<file path="src/rtl/multicycle_controller_if.sv">
// Instruction-field inputs and datapath control outputs of the multicycle controller.
interface multicycle_controller_if;
   logic [1:0] op;
   logic [5:0] funct;
   logic [3:0] cond;
   logic [3:0] instr74;
   logic [3:0] alu_flags;

   logic       pc_write;
   logic       ir_write;
   logic       adr_src;
   logic       mem_write;
   logic       reg_write3;
   logic [1:0] alu_src_a;
   logic [1:0] alu_src_b;
   logic [1:0] imm_src;
   logic [1:0] reg_src;
   logic [1:0] result_src;
   logic [2:0] alu_ctl;
   logic [3:0] mul_ctl;
   logic       carry;
   logic       busy;

   // Datapath side: supplies instruction fields and ALU flags, consumes controls.
   modport master (
      output op, funct, cond, instr74, alu_flags,
      input  pc_write, ir_write, adr_src, mem_write, reg_write3,
      input  alu_src_a, alu_src_b, imm_src, reg_src, result_src,
      input  alu_ctl, mul_ctl, carry, busy
   );

   // Controller side.
   modport slave (
      input  op, funct, cond, instr74, alu_flags,
      output pc_write, ir_write, adr_src, mem_write, reg_write3,
      output alu_src_a, alu_src_b, imm_src, reg_src, result_src,
      output alu_ctl, mul_ctl, carry, busy
   );
endinterface

</file>
<file path="src/rtl/multicycle_controller.sv">
// Moore control FSM for a multicycle ARM-subset datapath with an optional
// fixed-latency multiply step.
module multicycle_controller #(
   parameter int unsigned MUL_LATENCY = 3,
   parameter bit          ENABLE_MUL  = 1'b1
) (
   input  logic                   clk,
   input  logic                   reset,
   multicycle_controller_if.slave bus
);

   localparam int unsigned CNT_W = 3;

   typedef enum logic [3:0] {
      FETCH  = 4'd0,
      DECODE = 4'd1,
      MEMADR = 4'd2,
      MEMRD  = 4'd3,
      MEMWB  = 4'd4,
      MEMWR  = 4'd5,
      EXECR  = 4'd6,
      EXECI  = 4'd7,
      MULEX  = 4'd8,
      ALUWB  = 4'd9,
      BRANCH = 4'd10
   } state_e;

   state_e           state_q, state_d;
   logic [3:0]       flags_q, flags_d;
   logic             cond_ex_q, cond_ex_d;
   logic [CNT_W-1:0] cnt_q, cnt_d;
   logic             from_mul_q, from_mul_d;

   logic             cond_true_c;
   logic             pc_write_c, ir_write_c, adr_src_c, mem_write_c, reg_write3_c;
   logic [1:0]       alu_src_a_c, alu_src_b_c, result_src_c;
   logic [2:0]       alu_ctl_c;
   logic [3:0]       mul_ctl_c;

   // Data-processing ALU operation from funct[4:1]; compares/tests reuse SUB/AND.
   function automatic logic [2:0] dp_alu_ctl(input logic [3:0] f);
      case (f)
         4'b0100: dp_alu_ctl = 3'b000;
         4'b0010: dp_alu_ctl = 3'b001;
         4'b0000: dp_alu_ctl = 3'b010;
         4'b1100: dp_alu_ctl = 3'b011;
         4'b0101: dp_alu_ctl = 3'b100;
         4'b1010: dp_alu_ctl = 3'b001;
         4'b1000: dp_alu_ctl = 3'b010;
         default: dp_alu_ctl = 3'b000;
      endcase
   endfunction

   // ARM condition evaluation against the stored {N,Z,C,V}.
   always_comb begin
      logic n, z, c, v;
      n = flags_q[3];
      z = flags_q[2];
      c = flags_q[1];
      v = flags_q[0];
      case (bus.cond)
         4'b0000: cond_true_c = z;
         4'b0001: cond_true_c = ~z;
         4'b0010: cond_true_c = c;
         4'b0011: cond_true_c = ~c;
         4'b0100: cond_true_c = n;
         4'b0101: cond_true_c = ~n;
         4'b0110: cond_true_c = v;
         4'b0111: cond_true_c = ~v;
         4'b1000: cond_true_c = c & ~z;
         4'b1001: cond_true_c = ~c | z;
         4'b1010: cond_true_c = (n == v);
         4'b1011: cond_true_c = (n != v);
         4'b1100: cond_true_c = ~z & (n == v);
         4'b1101: cond_true_c = z | (n != v);
         default: cond_true_c = 1'b1;
      endcase
   end

   // State, flags, condition and multiply-counter registers.
   always_ff @(posedge clk or negedge reset) begin
      if (!reset) begin
         state_q    <= FETCH;
         flags_q    <= '0;
         cond_ex_q  <= 1'b0;
         cnt_q      <= '0;
         from_mul_q <= 1'b0;
      end else begin
         state_q    <= state_d;
         flags_q    <= flags_d;
         cond_ex_q  <= cond_ex_d;
         cnt_q      <= cnt_d;
         from_mul_q <= from_mul_d;
      end
   end

   // Next-state logic and Moore outputs.
   always_comb begin
      state_d      = state_q;
      flags_d      = flags_q;
      cond_ex_d    = cond_ex_q;
      cnt_d        = cnt_q;
      from_mul_d   = 1'b0;
      pc_write_c   = 1'b0;
      ir_write_c   = 1'b0;
      adr_src_c    = 1'b0;
      mem_write_c  = 1'b0;
      reg_write3_c = 1'b0;
      alu_src_a_c  = 2'b00;
      alu_src_b_c  = 2'b00;
      result_src_c = 2'b00;
      alu_ctl_c    = 3'b000;
      mul_ctl_c    = 4'b0000;

      case (state_q)
         FETCH: begin
            ir_write_c   = 1'b1;
            pc_write_c   = 1'b1;
            alu_src_a_c  = 2'b10;
            alu_src_b_c  = 2'b10;
            result_src_c = 2'b10;
            state_d      = DECODE;
         end
         DECODE: begin
            alu_src_a_c = 2'b10;
            alu_src_b_c = 2'b10;
            cond_ex_d   = cond_true_c;
            case (bus.op)
               2'b01: state_d = MEMADR;
               2'b10: state_d = BRANCH;
               2'b00: begin
                  if (bus.funct[5]) begin
                     state_d = EXECI;
                  end else if (ENABLE_MUL && (bus.instr74 == 4'b1001)) begin
                     state_d = MULEX;
                     cnt_d   = CNT_W'(MUL_LATENCY - 1);
                  end else begin
                     state_d = EXECR;
                  end
               end
               default: state_d = FETCH;
            endcase
         end
         MEMADR: begin
            alu_src_b_c = 2'b01;
            alu_ctl_c   = bus.funct[3] ? 3'b000 : 3'b001;
            state_d     = bus.funct[0] ? MEMRD : MEMWR;
         end
         MEMRD: begin
            adr_src_c = 1'b1;
            state_d   = MEMWB;
         end
         MEMWB: begin
            result_src_c = 2'b01;
            reg_write3_c = cond_ex_q;
            state_d      = FETCH;
         end
         MEMWR: begin
            adr_src_c   = 1'b1;
            mem_write_c = cond_ex_q;
            state_d     = FETCH;
         end
         EXECR, EXECI: begin
            alu_src_b_c = (state_q == EXECI) ? 2'b01 : 2'b00;
            alu_ctl_c   = dp_alu_ctl(bus.funct[4:1]);
            state_d     = ALUWB;
            if (bus.funct[0] && cond_ex_q) begin
               flags_d = bus.alu_flags;
            end
         end
         MULEX: begin
            mul_ctl_c = {1'b1, bus.funct[3:1]};
            if (cnt_q == '0) begin
               state_d    = ALUWB;
               from_mul_d = 1'b1;
               if (bus.funct[0] && cond_ex_q) begin
                  flags_d = bus.alu_flags;
               end
            end else begin
               cnt_d = cnt_q - CNT_W'(1);
            end
         end
         ALUWB: begin
            result_src_c = from_mul_q ? 2'b11 : 2'b00;
            mul_ctl_c    = from_mul_q ? {1'b1, bus.funct[3:1]} : 4'b0000;
            reg_write3_c = cond_ex_q & (bus.funct[4:3] != 2'b10);
            state_d      = FETCH;
         end
         BRANCH: begin
            alu_src_b_c  = 2'b01;
            result_src_c = 2'b10;
            pc_write_c   = cond_ex_q;
            state_d      = FETCH;
         end
         default: state_d = FETCH;
      endcase
   end

   // Write enables are gated by reset so nothing commits while it is held.
   assign bus.pc_write   = pc_write_c & reset;
   assign bus.ir_write   = ir_write_c & reset;
   assign bus.mem_write  = mem_write_c & reset;
   assign bus.reg_write3 = reg_write3_c & reset;
   assign bus.adr_src    = adr_src_c;
   assign bus.alu_src_a  = alu_src_a_c;
   assign bus.alu_src_b  = alu_src_b_c;
   assign bus.result_src = result_src_c;
   assign bus.alu_ctl    = alu_ctl_c;
   assign bus.mul_ctl    = mul_ctl_c;
   assign bus.imm_src    = bus.op;
   assign bus.reg_src    = {bus.op == 2'b01, bus.op == 2'b10};
   assign bus.carry      = flags_q[1];
   assign bus.busy       = (state_q != FETCH);

endmodule

</file>
<file path="src/flat_wrapper.sv">
// flat-port wrapper written by rule: the top's interface ports become plain ports
module multicycle_controller_flat 
#(
   parameter int unsigned MUL_LATENCY = 3,
   parameter bit          ENABLE_MUL  = 1'b1
)
  (clk, reset, bus_op, bus_funct, bus_cond, bus_instr74, bus_alu_flags, bus_pc_write, bus_ir_write, bus_adr_src, bus_mem_write, bus_reg_write3, bus_alu_src_a, bus_alu_src_b, bus_imm_src, bus_reg_src, bus_result_src, bus_alu_ctl, bus_mul_ctl, bus_carry, bus_busy);
  multicycle_controller_if bus_i ();
  input  logic clk;
  input  logic reset;
  input wire logic [$bits(bus_i.op)-1:0] bus_op;
  input wire logic [$bits(bus_i.funct)-1:0] bus_funct;
  input wire logic [$bits(bus_i.cond)-1:0] bus_cond;
  input wire logic [$bits(bus_i.instr74)-1:0] bus_instr74;
  input wire logic [$bits(bus_i.alu_flags)-1:0] bus_alu_flags;
  output wire logic [$bits(bus_i.pc_write)-1:0] bus_pc_write;
  output wire logic [$bits(bus_i.ir_write)-1:0] bus_ir_write;
  output wire logic [$bits(bus_i.adr_src)-1:0] bus_adr_src;
  output wire logic [$bits(bus_i.mem_write)-1:0] bus_mem_write;
  output wire logic [$bits(bus_i.reg_write3)-1:0] bus_reg_write3;
  output wire logic [$bits(bus_i.alu_src_a)-1:0] bus_alu_src_a;
  output wire logic [$bits(bus_i.alu_src_b)-1:0] bus_alu_src_b;
  output wire logic [$bits(bus_i.imm_src)-1:0] bus_imm_src;
  output wire logic [$bits(bus_i.reg_src)-1:0] bus_reg_src;
  output wire logic [$bits(bus_i.result_src)-1:0] bus_result_src;
  output wire logic [$bits(bus_i.alu_ctl)-1:0] bus_alu_ctl;
  output wire logic [$bits(bus_i.mul_ctl)-1:0] bus_mul_ctl;
  output wire logic [$bits(bus_i.carry)-1:0] bus_carry;
  output wire logic [$bits(bus_i.busy)-1:0] bus_busy;
  assign bus_i.op = bus_op;
  assign bus_i.funct = bus_funct;
  assign bus_i.cond = bus_cond;
  assign bus_i.instr74 = bus_instr74;
  assign bus_i.alu_flags = bus_alu_flags;
  assign bus_pc_write = bus_i.pc_write;
  assign bus_ir_write = bus_i.ir_write;
  assign bus_adr_src = bus_i.adr_src;
  assign bus_mem_write = bus_i.mem_write;
  assign bus_reg_write3 = bus_i.reg_write3;
  assign bus_alu_src_a = bus_i.alu_src_a;
  assign bus_alu_src_b = bus_i.alu_src_b;
  assign bus_imm_src = bus_i.imm_src;
  assign bus_reg_src = bus_i.reg_src;
  assign bus_result_src = bus_i.result_src;
  assign bus_alu_ctl = bus_i.alu_ctl;
  assign bus_mul_ctl = bus_i.mul_ctl;
  assign bus_carry = bus_i.carry;
  assign bus_busy = bus_i.busy;
  multicycle_controller #(.MUL_LATENCY(MUL_LATENCY), .ENABLE_MUL(ENABLE_MUL)) u_core (.clk(clk), .reset(reset), .bus(bus_i));
endmodule
</file>
<file path="config.mk">
export PLATFORM = sky130hd
export DESIGN_NAME = multicycle_controller_flat
export DESIGN_NICKNAME = d
export VERILOG_FILES = /design/src/rtl/multicycle_controller_if.sv /design/src/rtl/multicycle_controller.sv /design/src/flat_wrapper.sv
export SDC_FILE = /design/constraint.sdc
export NUM_CORES = 1
export LEC_CHECK = 0
export ABC_AREA = 1
export BUFFER_PORTS_ARGS = -buffer_cell sky130_fd_sc_hd__buf_4
export CORE_AREA = 2 2 50 52
export DETAILED_ROUTE_END_ITERATION = 12
export DIE_AREA = 0 0 52 54
export HOLD_SLACK_MARGIN = 0.06
export PLACE_DENSITY = 0.84
export SYNTH_ARGS = -nofsm -noshare
export SYNTH_HDL_FRONTEND = slang
export SYNTH_SLANG_ARGS = --single-unit
export TNS_END_PERCENT = 5
</file>
<file path="constraint.sdc">
create_clock -name clk -period 2.05 [get_ports clk]
set_input_delay 0.41 -clock clk [delete_from_list [all_inputs] [get_ports clk]]
set_output_delay 0.41 -clock clk [all_outputs]
set_load 0.03 [all_outputs]
</file>
==> results by group, run 1 <==
Routing
  • Routed WL per cell: between 10 and 15 µm
  • First-pass iteration count of the detailed router: 4
  • Iter 0 DRT Violations: 21
  • Vias after detailed routing: 1225
  • Residual DRC: 0
  • Antenna viol nets, final: 0
  • Via/cell ratio: 4.86
  • DRT Wirelength: ~2600 µm

Worst setup path
  • CP startpoint kind: flip-flop
  • Critical path arrival: 1.53 ns
  • Max Fanout on Critical Path: 6
  • CP Class: flip-flop to output port
  • CP Capture Type: output port
  • Worst Path Required: between 1.5 and 2 ns

Timing
  • Final TNS setup: 0 ns
  • Final setup fails: 0
  • Setup Skew: about 0.0021 ns
  • Crit path time final: just under 2 ns
  • Final Hold Viols: 0
  • Relative slew slack: 60.5%
  • Fin Hold WS: roughly 0.38 ns
  • FMAX: 516 MHz
  • Worst-Margin Slew: roughly 0.59 ns
  • Final slew viol count: 0
  • Final Cycle Share: between 90% and 100%
  • RSZ-0062 raised after global routing: false

Placement
  • RePlAce Congestion: about 0.84
  • I/O Buffers: 44
  • Cell Area, Placed: ~0.0015 mm²
  • DP Cell Count: around 250
  • Post-DP HPWL: around 2100 µm

Logic synthesis
  • #FFs+latches synth: 13
  • Post-Synthesis Cells: between 150 and 200
  • Yosys top cell area share: slightly below 30%
  • Synth area leaders: dfrtp_1, nand2_1, nor2_1, inv_1, nand3_1
  • Sequential-to-total area share from yosys stat: between 20 and 30%
  • Netlist cell types: 25
  • Mean Syn Cell Area: 6.35 µm²
  • Netlist Area Pre-Place: between 0.001 and 0.0015 mm²
  • Syn Nets: 201
  • Largest area contributor in the netlist: dfrtp_1
  • YS warnings: 0

GRT
  • Global-route usage over all layers: 19.5%
  • Largest net degree at the start of global routing: 14
  • Vias in the first global route: 1060
  • Initial antenna violation count: 0
  • GRT overflow: 0
  • First-pass GRT wire length: just over 4000 µm

Floorplanning
  • Die Wd: around 52 µm
  • DIE HEIGHT: between 50 and 60 µm
  • Std cell rows: 18
  • Top-level I/O count: between 40 and 50
  • Initial Utilization: about half
  • Core area: approximately 0.0023 mm²
  • Die area: around 0.0028 mm²

Worst hold path
  • HP Class: input port to flip-flop

Pwr
  • Lkg Pwr: between 0.8 and 0.9 nW
  • Maximum VDD drop: 755 µV
  • Power per cell area: roughly 1300 mW/mm²
  • Final Power: approximately 0.0019 W

Cells and area
  • Fraction of layout cells with a size suffix above 1: 31.5%
  • Most frequent cells in the layout: buf_4, nand2_1, nor2_1
  • # nets final: roughly 250
  • Syn-to-layout area delta: 33.1%
  • Ant diodes: 0
  • Final Cell Area: between 0.001 and 0.0015 mm²
  • Commonest non-fill, non-tap cell in the layout: buf_4
  • Layout Cells excl Fill: between 200 and 300

Clocking
  • CTS Buf Count: 3
  • H-tree depth: 1
  • Worst-path clk slew: roughly 0.08 ns
  • Clk sinks: 13
  • CTS Buffer Depth: 2
  • Setup Fix Bufs, Post-CTS: 0
  • Worst skew pair latency: ~0.27 ns
  • Clock Tree Root: clkbuf_4
  • CTS tree: yes

Outcome
  • Status: finished clean

Run
  • Max Cap Viol: 0
## flip-flops by register name, summed over array words and instances (netlist names)
signal	flops
u_core.state_q	4
u_core.cond_ex_q	1
u_core.cnt_q	3
u_core.flags_q	4
u_core.from_mul_q	1
## worst max-delay path, cell delays in order (launching register included)
cell	delay, ns
dfrtp_1	0.47
inv_2	0.10
nor3_2	0.19
nand2_1	0.12
nand2_2	0.09
inv_2	0.04
nor2_1	0.08
buf_4	0.16
## through the flow
step / setup WS (ns) / util, %
global route: 0.00477 / 64.5
floorplan: 0.0508 / -
CTS: 0.0854 / 64.4
finish: 0.113 / 64.5
detailed placement: 0.393 / 62.8
global placement: 0.414 / 62.8
## cell families (layout without fill, tap and decap cells)
family	Yosys count	in the layout	share of synthesized area, %
other	1	1	0.334
AND/OR/NAND/NOR	102	102	43.2
buffers and inverters	35	80	13.5
flip-flops	13	13	29.0
adder cells (fa/ha/maj)	2	2	2.23
AO/OA/AOI/OAI	24	24	11.8
## power by group
part           switching (W)  internal [W]  total [W]  leakage (nW)
logic               0.000818      0.000449    0.00127         0.668
clock network      0.0000783     0.0000753   0.000154        0.0150
registers           0.000121      0.000365   0.000486         0.158
## routing by layer
metal / up-vias / global-route usage (%) / share of wire [%] / routed length [µm]
met5: - / 0 / 0 / 0
met4: 0 / 9.21 / 0.89 / 23
met3: 3 / 3.61 / 4.8 / 125
met2: 33 / 33.1 / 50 / 1290
met1: 547 / 23.8 / 44 / 1140
li1: 642 / - / - / -
## final cells by class
cell class,count,area [µm²]
fill,223,825
multi-input combinational,129,647
timing repair buffer,45,340
sequential,13,327
inverter,31,118
tap,30,37.5
clock buffer,4,26.3
## cells in the mapped netlist (all sizes together)
| cell type | number |
|---|---|
| buf | 4 |
| clkinv | 1 |
| o22ai | 2 |
| nor3 | 1 |
| o211ai | 2 |
| o21ai | 8 |
| a21oi | 10 |
| dfrtp | 13 |
| ha | 2 |
| nand4 | 1 |
| nand3 | 13 |
| nor2 | 34 |
| nand2 | 52 |
| a21boi | 1 |
| inv | 30 |
| o21bai | 1 |
| conb | 1 |
| nor4 | 1 |
## timing repair
| action | in CTS | in global routing |
|---|---|---|
| hold buffers | 1 | 0 |
| endpoints found under the setup margin | 0 | 1 |
| hold endpoints to repair | 13 | 0 |
| gates resized for setup | 0 | 1 |
## final timing paths
kind                                         from  slack, ns           endpoint  cells past startpoint
worst max-delay path            u_core.state_q[0]       0.11     bus_mul_ctl[0]                      7
worst min-delay path             bus_alu_flags[3]       0.38  u_core.flags_q[3]                      3
worst max register to register    u_core.cnt_q[0]       0.70  u_core.flags_q[0]                      8
worst min register to register    u_core.cnt_q[2]       0.49    u_core.cnt_q[2]                      2
max in group asynchronous                   reset       0.93  u_core.state_q[1]                      2
min in group asynchronous                   reset       0.70  u_core.flags_q[3]                      2
No activity file was read; power rests on OpenSTA's default activity.
==> run 2, diff against run 1 <==
- CORE_AREA: 2 2 50 52 -> 2 2 52 54
- DIE_AREA: 0 0 52 54 -> 0 0 54 56
- PLACE_DENSITY: 0.84 -> 0.79
- clock period: 2.05 -> 2 ns (I/O delays scaled with it)
==> run 2 against run 1 <==
Net effect: sequential share of layout area about the same; combinational power about the same; routed wire length is 0.77% lower; setup slack worse by 0.042 ns; count of clock-buffer cells in the layout fell by 1; cell count unchanged; die area up 7.7%; highest routed layer unchanged.
==> results by group, run 2 (same netlist as run 1, synthesis figures left out) <==
Outcome
  • Status: finished clean

Cells and area
  • Ant diodes: 0 (unchanged)
  • Syn-to-layout area delta: 33.5%
  • Layout filler cell count: 251 (+13%)
  • Commonest non-fill, non-tap cell in the layout: buf_4
  • Most frequent cells in the layout: buf_4, nand2_1, nor2_1
  • Layout Cells excl Fill: 252 (unchanged)
  • # nets final: 247 (unchanged)
  • Fraction of layout cells with a size suffix above 1: 32.9% (+1.4 points)
  • Top Registers: u_core.flags_q x4, u_core.state_q x4, u_core.cnt_q x3
  • Seq. cell area: 328 µm² (+0.38%)
  • Final core utilization: 61.7% (-2.8 points)
  • Area of the multi-input gates: 649 µm² (+0.39%)

Worst hold path
  • HP Class: input port to flip-flop
  • Hold_sp: bus_alu_flags[2]
  • WHS Endpoint: u_core.flags_q[2]
  • Hold depth: 3 (unchanged)

Timing
  • FMAX: between 500 and 600 MHz
  • Fin Hold WS: 0.364 ns (-0.0179 ns)
  • RSZ-0062 raised after global routing: true
  • Worst-Margin Slew: 0.623 ns (+0.0318 ns)
  • Setup Skew: 0.000950 ns (-0.00119 ns)
  • Final worst slack: 0.0703 ns (-0.0423 ns)
  • Relative slew slack: 58.3% (-2.1 points)
  • Final TNS setup: 0 ns (unchanged)
  • Final setup fails: 0 (unchanged)
  • Final Cycle Share: a little over nine tenths
  • Final Hold Viols: 0 (unchanged)
  • Final slew viol count: 0 (unchanged)
  • Crit path time final: 1.93 ns

Placement
  • DP Cell Count: 247 (unchanged)
  • I/O Buffers: 44 (unchanged)
  • RePlAce Congestion: 0.838 (-0.27%)
  • Dpl ws: 0.355 ns (-0.0382 ns)
  • Post-DP HPWL: 2130 µm (-0.53%)

Routing
  • Vias after detailed routing: 1203 (-1.8%)
  • Met3 wire length: 115 µm (-8.0%)
  • DRT Wirelength: 2570 µm (-0.77%)
  • Top sig layer: met4
  • Iter 0 DRT Violations: 30 (+43%)
  • Metal-1 WL: 1190 µm (+3.8%)
  • Antenna viol nets, final: 0 (unchanged)
  • Met2 WL: 1250 µm (-3.2%)
  • First-pass iteration count of the detailed router: 4 (unchanged)
  • Via/cell ratio: 4.77 (-1.8%)
  • Routed WL per cell: 10.2 µm (-0.77%)
  • Residual DRC: 0 (unchanged)

Floorplanning
  • Die area: 0.00302 mm² (+7.7%)
  • Die Wd: 54 µm (+3.8%)
  • Core area: 0.00243 mm² (+4.9%)
  • Std cell rows: 18 (unchanged)
  • Initial Utilization: 46.2% (-2.2 points)
  • Top-level I/O count: 46 (unchanged)
  • DIE HEIGHT: 56 µm (+3.7%)

Worst setup path
  • Worst Path Required: 1.60 ns (-0.04 ns)
  • R2R Setup Slk: 0.66 ns (-0.04 ns)
  • Reg2Reg Depth: 9 (+1)
  • Max incr delay on CP: 0.41 ns (-0.06 ns)
  • CP Class: flip-flop to output port
  • Worst r2r dst: u_core.cnt_q[0]
  • Critical path arrival: 1.53 ns (about the same)
  • Critical path, cell by cell: inv_2 -> nand2_1 -> nor3_2 -> nand2_2 -> nand2_2 -> inv_2 -> nor2_1 -> buf_4
  • CP Capture Type: output port
  • CP startpoint kind: flip-flop
  • Max Fanout on Critical Path: 3 (-3)
  • Reg2reg start: u_core.cnt_q[0]
  • Slowest-stage cell, CP: dfrtp_1

Clocking
  • CTS Buffer Depth: 2 (unchanged)
  • Worst-path clk slew: 0.08 ns (about the same)
  • Setup Fix Bufs, Post-CTS: 0 (unchanged)
  • Clk sinks: 13 (unchanged)
  • CTS tree: yes
  • H-tree depth: 1 (unchanged)
  • Worst skew pair latency: 0.27 ns (about the same)
  • Clock Tree Root: clkbuf_4
  • CTS Buf Count: 3 (unchanged)

GRT
  • GRT overflow: 0 (unchanged)
  • Vias in the first global route: 1073 (+1.2%)
  • Largest net degree at the start of global routing: 14 (unchanged)
  • Global-route usage over all layers: 18.2% (-1.3 points)
  • First-pass GRT wire length: 4310 µm (+5.0%)
  • Initial antenna violation count: 0 (unchanged)

Pwr
  • Power per cell area: 1300 mW/mm² (+2.0%)
  • Lkg Pwr: 0.844 nW (+0.32%)
  • Maximum VDD drop: 914 µV (+21%)

Run
  • Max Cap Viol: 0 (unchanged)
-- run 2: cell types whose count changed in the layout (fill, tap and decap cells not counted), sizes merged --
cell and delta:
clkbuf -1, clkinv +1
-- run 2: worst max-delay path by stage --
stage,from,to,slack [ns],cells past startpoint
finish,u_core.state_q[2],bus_mul_ctl[0],0.07,8
global route,u_core.state_q[3],bus_alu_ctl[0],-0.03,6
CTS,u_core.state_q[1],bus_mul_ctl[0],0.05,6
detailed placement,u_core.state_q[1],bus_mul_ctl[0],0.35,6
global placement,u_core.state_q[1],bus_alu_ctl[0],0.38,5
floorplan,u_core.state_q[3],bus_alu_ctl[1],0.01,3
-- run 2: worst max-delay path: cells and delay by family (launching register included) --
family	cells	cell delay [ns]
buf+inv	3	0.28
flops	1	0.41
simple gates	5	0.56
-- run 2: report_power, final --
part / total [W] / switching (W) / leakage (nW) / internal (W)
sequential: 0.000497 / 0.000121 / 0.157 / 0.000377
clock: 0.000160 / 0.0000858 / 0.0177 / 0.0000740
combinational: 0.00130 / 0.000836 / 0.669 / 0.000459
total: 0.00195 / 0.00104 / 0.844 / 0.000910
-- run 2: cell type report --
cell class | count | area share [%]
inverter | 31 | 7.84
multi-input combinational | 129 | 43.3
sequential | 13 | 21.9
clock inverter | 1 | 0.334
clock buffer | 3 | 1.50
timing repair buffer | 45 | 22.7
tap | 30 | 2.50
-- run 2: stage by stage --
stage                     cell area (µm²)  power (W)
after detailed placement             1460    0.00179
after floorplan                      1120    0.00143
after global routing                 1500    0.00212
after global placement               1460    0.00178
final                                1500    0.00195
after CTS                            1500    0.00196
-- run 2: layer usage --
layer  global-route usage, %  vias up
met5                       0        -
met4                    1.79        0
met3                    4.03        2
met2                    30.3       25
met1                    24.5      539
li1                        -      637
-- run 2: what timing repair did --
action / in CTS / in global routing
endpoints found under the setup margin: 0 / 5
resized for setup: 0 / 3
endpoints found under the hold margin: 13 / 0
hold buffers: 1 / 0
